### src/rtl/lfgm_gen_ln_p.sv
// rtl/lfgm_gen_ln_p.sv - Life next-generation line generator with rule masks, wrap, LFSR regen and popcount
module lfgm_gen_ln_p #(
    parameter int unsigned GP_CELL_W    = 80,
    parameter int unsigned GP_ROWS      = 60,
    parameter bit          GP_HWRAP     = 1'b0,
    parameter logic [15:0] GP_LFSR_SEED = 16'd3568
) (
    input  logic                                 clk,
    input  logic                                 rst_n,
    input  logic                                 frm_start,
    input  logic [8:0]                           birth_mask,
    input  logic [8:0]                           surv_mask,
    input  logic                                 rgen_en,
    input  logic                                 in_vld,
    output logic                                 in_rdy,
    input  logic [GP_CELL_W-1:0]                 in_data,
    output logic                                 out_vld,
    input  logic                                 out_rdy,
    output logic [GP_CELL_W-1:0]                 out_data,
    output logic [$clog2(GP_CELL_W+1)-1:0]       out_pop,
    output logic                                 out_last,
    output logic                                 frm_done,
    output logic                                 busy
);
    localparam int unsigned POP_W = $clog2(GP_CELL_W + 1);
    localparam int unsigned CNT_W = $clog2(GP_ROWS + 1);
    localparam logic [CNT_W-1:0] LAST_ROW = CNT_W'(GP_ROWS - 1);

    localparam logic [2:0] ST_IDLE  = 3'd0;
    localparam logic [2:0] ST_FILL  = 3'd1;
    localparam logic [2:0] ST_RUN   = 3'd2;
    localparam logic [2:0] ST_FLUSH = 3'd3;
    localparam logic [2:0] ST_DRAIN = 3'd4;

    logic [2:0]           state;
    logic [8:0]           birth_q, surv_q;
    logic [GP_CELL_W-1:0] prev, cur, rng;
    logic [CNT_W-1:0]     in_cnt;
    logic [15:0]          lfsr, lfsr_nxt;
    logic [GP_CELL_W-1:0] dn_line, rule_line, line_out;
    logic [POP_W-1:0]     pop_out;
    logic                 out_free;

    // Edge columns are padded with either zero or the opposite edge cell
    function automatic logic [GP_CELL_W-1:0] life_line(
        input logic [GP_CELL_W-1:0] up,
        input logic [GP_CELL_W-1:0] mid,
        input logic [GP_CELL_W-1:0] dn,
        input logic [8:0]           bm,
        input logic [8:0]           sm
    );
        logic [GP_CELL_W+1:0] eu, em, ed;
        logic [3:0]           n;
        life_line = '0;
        eu = {GP_HWRAP ? up[0]  : 1'b0, up,  GP_HWRAP ? up[GP_CELL_W-1]  : 1'b0};
        em = {GP_HWRAP ? mid[0] : 1'b0, mid, GP_HWRAP ? mid[GP_CELL_W-1] : 1'b0};
        ed = {GP_HWRAP ? dn[0]  : 1'b0, dn,  GP_HWRAP ? dn[GP_CELL_W-1]  : 1'b0};
        for (int i = 0; i < GP_CELL_W; i++) begin
            n = 4'(eu[i]) + 4'(eu[i+1]) + 4'(eu[i+2])
              + 4'(em[i])               + 4'(em[i+2])
              + 4'(ed[i]) + 4'(ed[i+1]) + 4'(ed[i+2]);
            life_line[i] = em[i+1] ? sm[n] : bm[n];
        end
    endfunction

    function automatic logic [POP_W-1:0] popcount(input logic [GP_CELL_W-1:0] v);
        popcount = '0;
        for (int i = 0; i < GP_CELL_W; i++) begin
            popcount = popcount + POP_W'(v[i]);
        end
    endfunction

    always_comb begin
        out_free  = ~out_vld | out_rdy;
        dn_line   = (state == ST_FLUSH) ? '0 : in_data;
        rule_line = life_line(prev, cur, dn_line, birth_q, surv_q);
        line_out  = rule_line ^ (rgen_en ? rng : '0);
        pop_out   = popcount(line_out);
        lfsr_nxt  = {1'b0, lfsr[15:1]} ^ (lfsr[0] ? 16'hB400 : 16'h0000);
        busy      = (state != ST_IDLE);
        case (state)
            ST_FILL: in_rdy = 1'b1;
            ST_RUN:  in_rdy = out_free;
            default: in_rdy = 1'b0;
        endcase
    end

    always_ff @(posedge clk) begin
        if (!rst_n) begin
            state    <= ST_IDLE;
            birth_q  <= '0;
            surv_q   <= '0;
            prev     <= '0;
            cur      <= '0;
            in_cnt   <= '0;
            rng      <= '0;
            lfsr     <= GP_LFSR_SEED;
            out_vld  <= 1'b0;
            out_data <= '0;
            out_pop  <= '0;
            out_last <= 1'b0;
            frm_done <= 1'b0;
        end else begin
            lfsr     <= lfsr_nxt;
            rng      <= {rng[GP_CELL_W-2:0], lfsr[15]};
            frm_done <= 1'b0;
            // frm_start wins in every state; mid-frame it discards the partial frame silently
            if (frm_start) begin
                birth_q  <= birth_mask;
                surv_q   <= surv_mask;
                prev     <= '0;
                cur      <= '0;
                in_cnt   <= '0;
                out_vld  <= 1'b0;
                out_last <= 1'b0;
                state    <= ST_FILL;
            end else begin
                case (state)
                    ST_FILL: begin
                        if (in_vld) begin
                            cur    <= in_data;
                            in_cnt <= CNT_W'(1);
                            state  <= (GP_ROWS == 1) ? ST_FLUSH : ST_RUN;
                        end
                    end
                    ST_RUN: begin
                        if (in_vld && in_rdy) begin
                            out_data <= line_out;
                            out_pop  <= pop_out;
                            out_vld  <= 1'b1;
                            prev     <= cur;
                            cur      <= in_data;
                            in_cnt   <= in_cnt + 1'b1;
                            if (in_cnt == LAST_ROW) state <= ST_FLUSH;
                        end else if (out_rdy) begin
                            out_vld <= 1'b0;
                        end
                    end
                    ST_FLUSH: begin
                        if (out_free) begin
                            out_data <= line_out;
                            out_pop  <= pop_out;
                            out_vld  <= 1'b1;
                            out_last <= 1'b1;
                            state    <= ST_DRAIN;
                        end
                    end
                    ST_DRAIN: begin
                        if (out_rdy) begin
                            out_vld  <= 1'b0;
                            out_last <= 1'b0;
                            frm_done <= 1'b1;
                            state    <= ST_IDLE;
                        end
                    end
                    default: state <= ST_IDLE;
                endcase
            end
        end
    end
endmodule

### config.mk
export PLATFORM = sky130hd
export DESIGN_NAME = lfgm_gen_ln_p
export DESIGN_NICKNAME = d
export VERILOG_FILES = /design/src/rtl/lfgm_gen_ln_p.sv
export SDC_FILE = /design/constraint.sdc
export NUM_CORES = 2
export LEC_CHECK = 0
export CORE_MARGIN = 3
export CORE_UTILIZATION = 61
export CTS_CLUSTER_DIAMETER = 100
export CTS_CLUSTER_SIZE = 20
export DETAILED_ROUTE_END_ITERATION = 8
export GPL_TIMING_DRIVEN = 0
export PLACE_DENSITY = 0.8
export SLEW_MARGIN = 10
export SYNTH_ARGS = -nofsm -noshare
export SYNTH_HDL_FRONTEND = slang
export SYNTH_SLANG_ARGS = --single-unit
### constraint.sdc
create_clock -name clk -period 17.8 [get_ports clk]
set_input_delay 3.56 -clock clk [delete_from_list [all_inputs] [get_ports clk]]
set_output_delay 3.56 -clock clk [all_outputs]
set_load 0.03 [all_outputs]
---- Yosys cells after proc, flatten, opt, wreduce, memory -nomap -nowiden ----
Index checks and enable logic that the tools add are counted.
storage, ports and cells
  output and inout port bits .............. 92
  register bits ........................... 373
  word-level logic and storage cells ...... 1,194
  input port bits ......................... 104
cells by class
  multiplexer cells ....................... 430
  bitwise logic cells ..................... 7
  magnitude comparators ................... 80
  reduce and logical (&&, ||, !) cells .... 15
  equality and inequality tests ........... 15
  add/sub/neg operators ................... 633
operators with widths
  kind                                                        count
  adder 4 x 1 -> 4 bit                                        316
  binary-select mux 1 bit (select 4 bit)                      160
  adder 7 x 1 -> 7 bit                                        73
  two-way mux 80 bit                                          6
  less-than comparator 4 x 5 -> 1 bit, second input constant  80
  adder 3 x 1 -> 4 bit                                        80
  one-hot mux 80 bit (2 select lines)                         2
  two-way mux 1 bit                                           246
  adder 2 x 1 -> 3 bit                                        80
  adder 1 x 1 -> 2 bit                                        80
  XOR 80 bit                                                  1
  two-way mux 16 bit                                          1
  XOR 15 x 16 -> 16 bit                                       1
  two-way mux 3 bit                                           5
  != test 3 bit, second input constant                        5
  two-way mux 7 bit                                           2
  one-hot mux 7 bit (2 select lines)                          1
  two-way mux 6 bit                                           2
  one-hot mux 3 bit (4 select lines)                          1
  one-hot mux 6 bit (2 select lines)                          1
  != test 2 bit, second input constant                        5
  AND reduction 5 bit                                         2
  adder 6 x 1 -> 7 bit                                        1
  adder 5 x 1 -> 6 bit                                        1
  other kinds (18)                                            28

---- Depth between registers and ports, before layout ----
  depth in word-level cells ............... 92
  gate-level depth with buffers ........... 38
  depth with buffers taken out ............ 36

---- Worst setup path after synthesis ----
OpenSTA, ideal clock, no wires.
  path type ............................... input -> register
  start point ............................. input port in_data[0]
  end point ............................... register out_pop[4]
  data arrival time ....................... 12.435 ns
  cell stages on the path ................. 33
  setup time .............................. 0.070 ns
  required time ........................... 17.730 ns
  slack ................................... 5.294 ns
  path buffers ............................ 1
  cell sequence ........................... nand2_1 > inv_1 > fa_1 > inv_1 > fa_1 > fa_1 > inv_1 > fa_1 > clkbuf_1 > mux4_2 > mux2_2 > o22ai_1 > o22ai_1 > xor2_1 > fa_1 > inv_1 > fa_1 > fa_1 > fa_1 > fa_1 > fa_1 > fa_1 > inv_1 > fa_1 > inv_1 > ha_1 > fa_1 > a21oi_1 > nor2_1 > nor2_1 > xnor2_1 > nand2_1 > a21oi_1
between the ends
  word-level cells in the longest chain between the ends .. 89
  elaborated cells on any way between the ends .. 99
  those cells by class .................... add/sub (84); mux (14); bitwise (1)
RTL lines
  what                                         line      RTL
  start: declaration                           16        input logic [GP_CELL_W-1:0] in_data,
  two-way mux 80 bit (*)                       75        dn_line = (state == ST_FLUSH) ? '0 : in_data;
  adder 4 x 1 -> 4 bit (3 in a row)            61        + 4'(ed[i]) + 4'(ed[i+1]) + 4'(ed[i+2]);
  binary-select mux 1 bit (select 4 bit)       62        life_line[i] = em[i+1] ? sm[n] : bm[n];
  two-way mux 1 bit (implied by the code)      62
  two-way mux 1 bit                            62
  XOR 80 bit (*)                               77        line_out = rule_line ^ (rgen_en ? rng : '0);
  adder 1 x 1 -> 2 bit (*)                     69        popcount = popcount + POP_W'(v[i]);
  adder 2 x 1 -> 3 bit (*)                     69
  adder 3 x 1 -> 4 bit (*)                     69
  adder 4 x 1 -> 5 bit (*)                     69
  adder 5 x 1 -> 6 bit (*)                     69
  adder 6 x 1 -> 7 bit (*)                     69
  adder 7 x 1 -> 7 bit (*) (73 in a row)       69
  two-way mux 7 bit, on equally long branches  140, 127
  one-hot mux 7 bit (2 select lines) (*)       118       case (state)
  end signal: assignment                       129       out_pop <= pop_out;
  end signal: assignment                       142       out_pop <= pop_out;
  end: declaration                             20        output logic [$clog2(GP_CELL_W+1)-1:0] out_pop,
Mark *: on every way between the ends. The rest lies on a longest branch, timed or not. The select of a mux whose other input is x is not followed.
A chain may end at the register's enable or synchronous reset.

---- Worst setup path after layout ----
  start point ............................. register state[0]
  end point ............................... register out_pop[4]
between the ends
  elaborated cells on any way between the ends .. 731
  those cells by class .................... add/sub (317); eq/ne (5); mux (405); bitwise (1); reduce/logical (3)
RTL lines
  what                                         line      RTL
  start: declaration                           35        logic [2:0] state;
  start signal: assignment                     123       state <= (GP_ROWS == 1) ? ST_FLUSH : ST_RUN;
  == test 3 x 2 -> 1 bit (*)                   75
  two-way mux 80 bit (*)                       75
  adder 4 x 1 -> 4 bit (2 in a row)            61
  adder 4 x 1 -> 4 bit (*)                     61
  binary-select mux 1 bit (select 4 bit)       62
  two-way mux 1 bit (implied by the code)      62
  two-way mux 1 bit (*)                        62
  XOR 80 bit (*)                               77
  net line_out[5]                              40        logic [GP_CELL_W-1:0] dn_line, rule_line, line_out;
  adder 5 x 1 -> 6 bit (*)                     69
  adder 6 x 1 -> 7 bit (*)                     69
  adder 7 x 1 -> 7 bit (*) (73 in a row)       69
  two-way mux 7 bit, on equally long branches  140, 127
  one-hot mux 7 bit (2 select lines) (*)       118
Mark *: on every way through the listed nets, which the timed path passes. The rest lies on a longest branch. The select of a mux whose other input is x is not followed.

==> out/qor.yml <==
clock_network:
  ctsResizeCount: 0
  clock_latency_ps: 640
  tritoncts: "done"
  cts.path.max_buffers: 3
  htree_num_levels: 1
  root_buffer: "clkbuf_16"
  cts_made_buffers: 28
  cts_hold_buffers: 0
  cts.clk_slew.worst_paths_ps: 90
  clock-sinks: 372
  cts_setup_buffers: 0
power_and_ir_drop:
  p_int_mw: 2.81
  swShare_pct: 48.2
  seqPwrFrac_pct: 15.9
  comb_power_share_pct: 71.4
  clkPwrFrac_pct: 12.7
  p_sw_mw: 2.62
  p_per_area_mw_per_mm2: 120
  vdd_ir_drop_max_v: 0.000965
  leakagePower_nw: 18.5
global_route:
  grt_usage_pct: 45.9
  grt_pass1_wl_um: 236000
  antenna_found_initial: 12
  grt_max_degree: 21
  grt.overflow.total: 0
  grt_pass1_vias: 36454
run_status:
  violations: "design-rule violations, max-capacitance violations"
  status: "finished with violations"
worst_setup_path:
  critPathKind: "reg2reg"
  cp_common_cell: "fa_1"
  cp_slowest_cell: "buf_1"
  cp-start-kind: "flop"
  path_delay_family: "adder cells"
  max_stage_delay_ps: 990
  cp_max_fo: 12
  path_buf_inv: 6
  critPathRequiredTime_ps: 18370
  cp-end-kind: "flop"
  arrival_ps: 14230
die:
  core_region_area_mm2: 0.0665
  start_util_pct: 62.3
  die_y_um: 267
  die_w_um: 267
  rows: 94
  ios: 196
  die_area_mm2: 0.0710
logic_synthesis:
  synth_warnings: 0
  synth.avg_cell_area_um2: 9.86
  synth_edf_count: 0
  synthTopCellsByCount: "612 x nand2_1, 508 x inv_1, 385 x fa_1, 372 x dfxtp_1, 305 x mux4_2"
  yosysSeqAreaShare_pct: 18.0
  synth_cells: 4200
  synth.largest_area_cell: "fa_1"
  synth_top_area_share_pct: 18.6
  synth.most_common_cell: "nand2_1"
  synth_nets: 4942
  ys.flop_type: "dfxtp_1"
  ys_seq_elements: 372
  yosysUniqueCellTypes: 58
  async_flop_share_pct: 0
  synth_area_mm2: 0.0414
  ys_top_cells_by_area: "fa_1 19%, dfxtp_1 18%, mux4_2 17%"
layout:
  drive_gt1_share_pct: 11.2
  syn2layout_area_growth_pct: 9.71
  nets: 5167
routing:
  drtAntennaViolNets: 0
  num_vias: 36884
  drc_errors: 7
  drtIter0Drc: 5478
  drtPass1Iterations: 9
  drt_wl_total_um: 163000
  viasPerCell: 6.93
  wl_per_cell_um: 30.7
timing:
  tns_ps: 0
  hold_violations: 0
  fin_crit_sh_pct: 76.7
  setup_viol: 0
  worst_pin_slew_ps: 1490
  max_freq_mhz: 73.2
  relSlewSlack_pct: 0.769
  fin_crit_ps: 13650
  slew_violations: 0
  clock_skew_ps: 41.9
  rsz0062_at_grt: "false"
  hold_ws_ps: 409
placed_design:
  portBuffers: 194
  dp_hpwl_um: 123000
  gp_congestion: 1.07
job:
  cap_violations: 1
min_path:
  hold_class: "reg2reg"
## sequential cells by signal (all words and copies together) (netlist names)
register	flops
out_last	1
lfsr	15
surv_q	9
birth_q	9
out_vld	1
in_cnt	6
rng	80
out_data	80
frm_done	1
state	3
cur	80
out_pop	7
prev	80
## cell families (layout without fill, tap and decap cells)
kind of cell | Yosys count | count (layout) | synth area share, %
AND/OR/NAND/NOR | 1050 | 1050 | 12.0
buffers and inverters | 859 | 1096 | 7.87
adder cells (fa/ha/maj) | 638 | 638 | 26.3
multiplexers | 610 | 610 | 25.4
AO/OA/AOI/OAI | 564 | 564 | 8.24
flip-flops | 372 | 372 | 18.0
XOR/XNOR | 107 | 107 | 2.26
other | 0 | 20 | 0
## path summary, 6_finish.rpt
check                             start                      end  slack [ps]  cells past startpoint
hold / removal       lfsr[5]$_SDFF_PN1_       lfsr[4]$_SDFF_PN1_         410                      1
setup reg to reg  state[0]$_SDFFE_PN0P_  out_pop[4]$_SDFFE_PN0P_        4150                     32
hold reg to reg      lfsr[5]$_SDFF_PN1_       lfsr[4]$_SDFF_PN1_         410                      1
setup / recovery  state[0]$_SDFFE_PN0P_  out_pop[4]$_SDFFE_PN0P_        4150                     32
## through the flow
step | worst slack (ps) | utilization (%) | cell area (um2) | power, mW | instances
global route | 3820 | 68.3 | 45400 | 5.93 | 5302
finish | 4150 | 68.3 | 45400 | 5.44 | 5321
global placement | 3850 | 66.8 | 44400 | 4.56 | 5258
detailed placement | 3780 | 66.9 | 44400 | 4.60 | 5259
floorplan | 5290 | - | 41400 | 3.67 | 4200
CTS | 4420 | 68.2 | 45300 | 5.32 | 5301
## per-layer routing
metal / share of wire [%] / up-vias / GRT usage (%) / wire length [um]
met5: 0.042 / - / 2.97 / 69
met4: 10 / 6 / 35.2 / 16600
met3: 15 / 906 / 18.7 / 25000
met2: 40 / 2955 / 64.5 / 65900
met1: 34 / 17986 / 56.1 / 55500
li1: - / 15031 / - / -
## cells in the final DEF, fill, tap and decap left out, types with 61 or more instances in the layout
cell type / count
a21oi_1: 283
and2_1: 99
clkbuf_1: 291
clkdlybuf4s50_1: 194
dfxtp_1: 372
fa_1: 385
ha_1: 253
inv_1: 508
mux2_2: 90
mux2i_1: 186
mux4_2: 305
nand2_1: 612
nor2_1: 80
o21ai_0: 68
o22ai_1: 61
xor2_1: 61
## final cells by class
type / instances / area [um2]
Fill cell: 5238 / 21000
Buffer: 351 / 1360
Inverter: 508 / 1910
Timing Repair Buffer: 195 / 1950
Multi-Input combinational cell: 2969 / 30700
Tap cell: 864 / 1080
Clock buffer: 29 / 714
Antenna cell: 20 / 50.0
Sequential cell: 372 / 7450
Clock inverter: 13 / 194
## power by group through the flow
stage | clock network [mW] | logic (mW) | registers [mW]
4_1_cts | 0.689 | 3.77 | 0.860
3_3_place_gp | 0 | 3.68 | 0.879
6_report | 0.692 | 3.88 | 0.862
3_5_place_dp | 0 | 3.72 | 0.880
5_1_grt | 0.716 | 4.35 | 0.863
2_1_floorplan | 0 | 2.79 | 0.880
(Power assumes the default switching activity.)
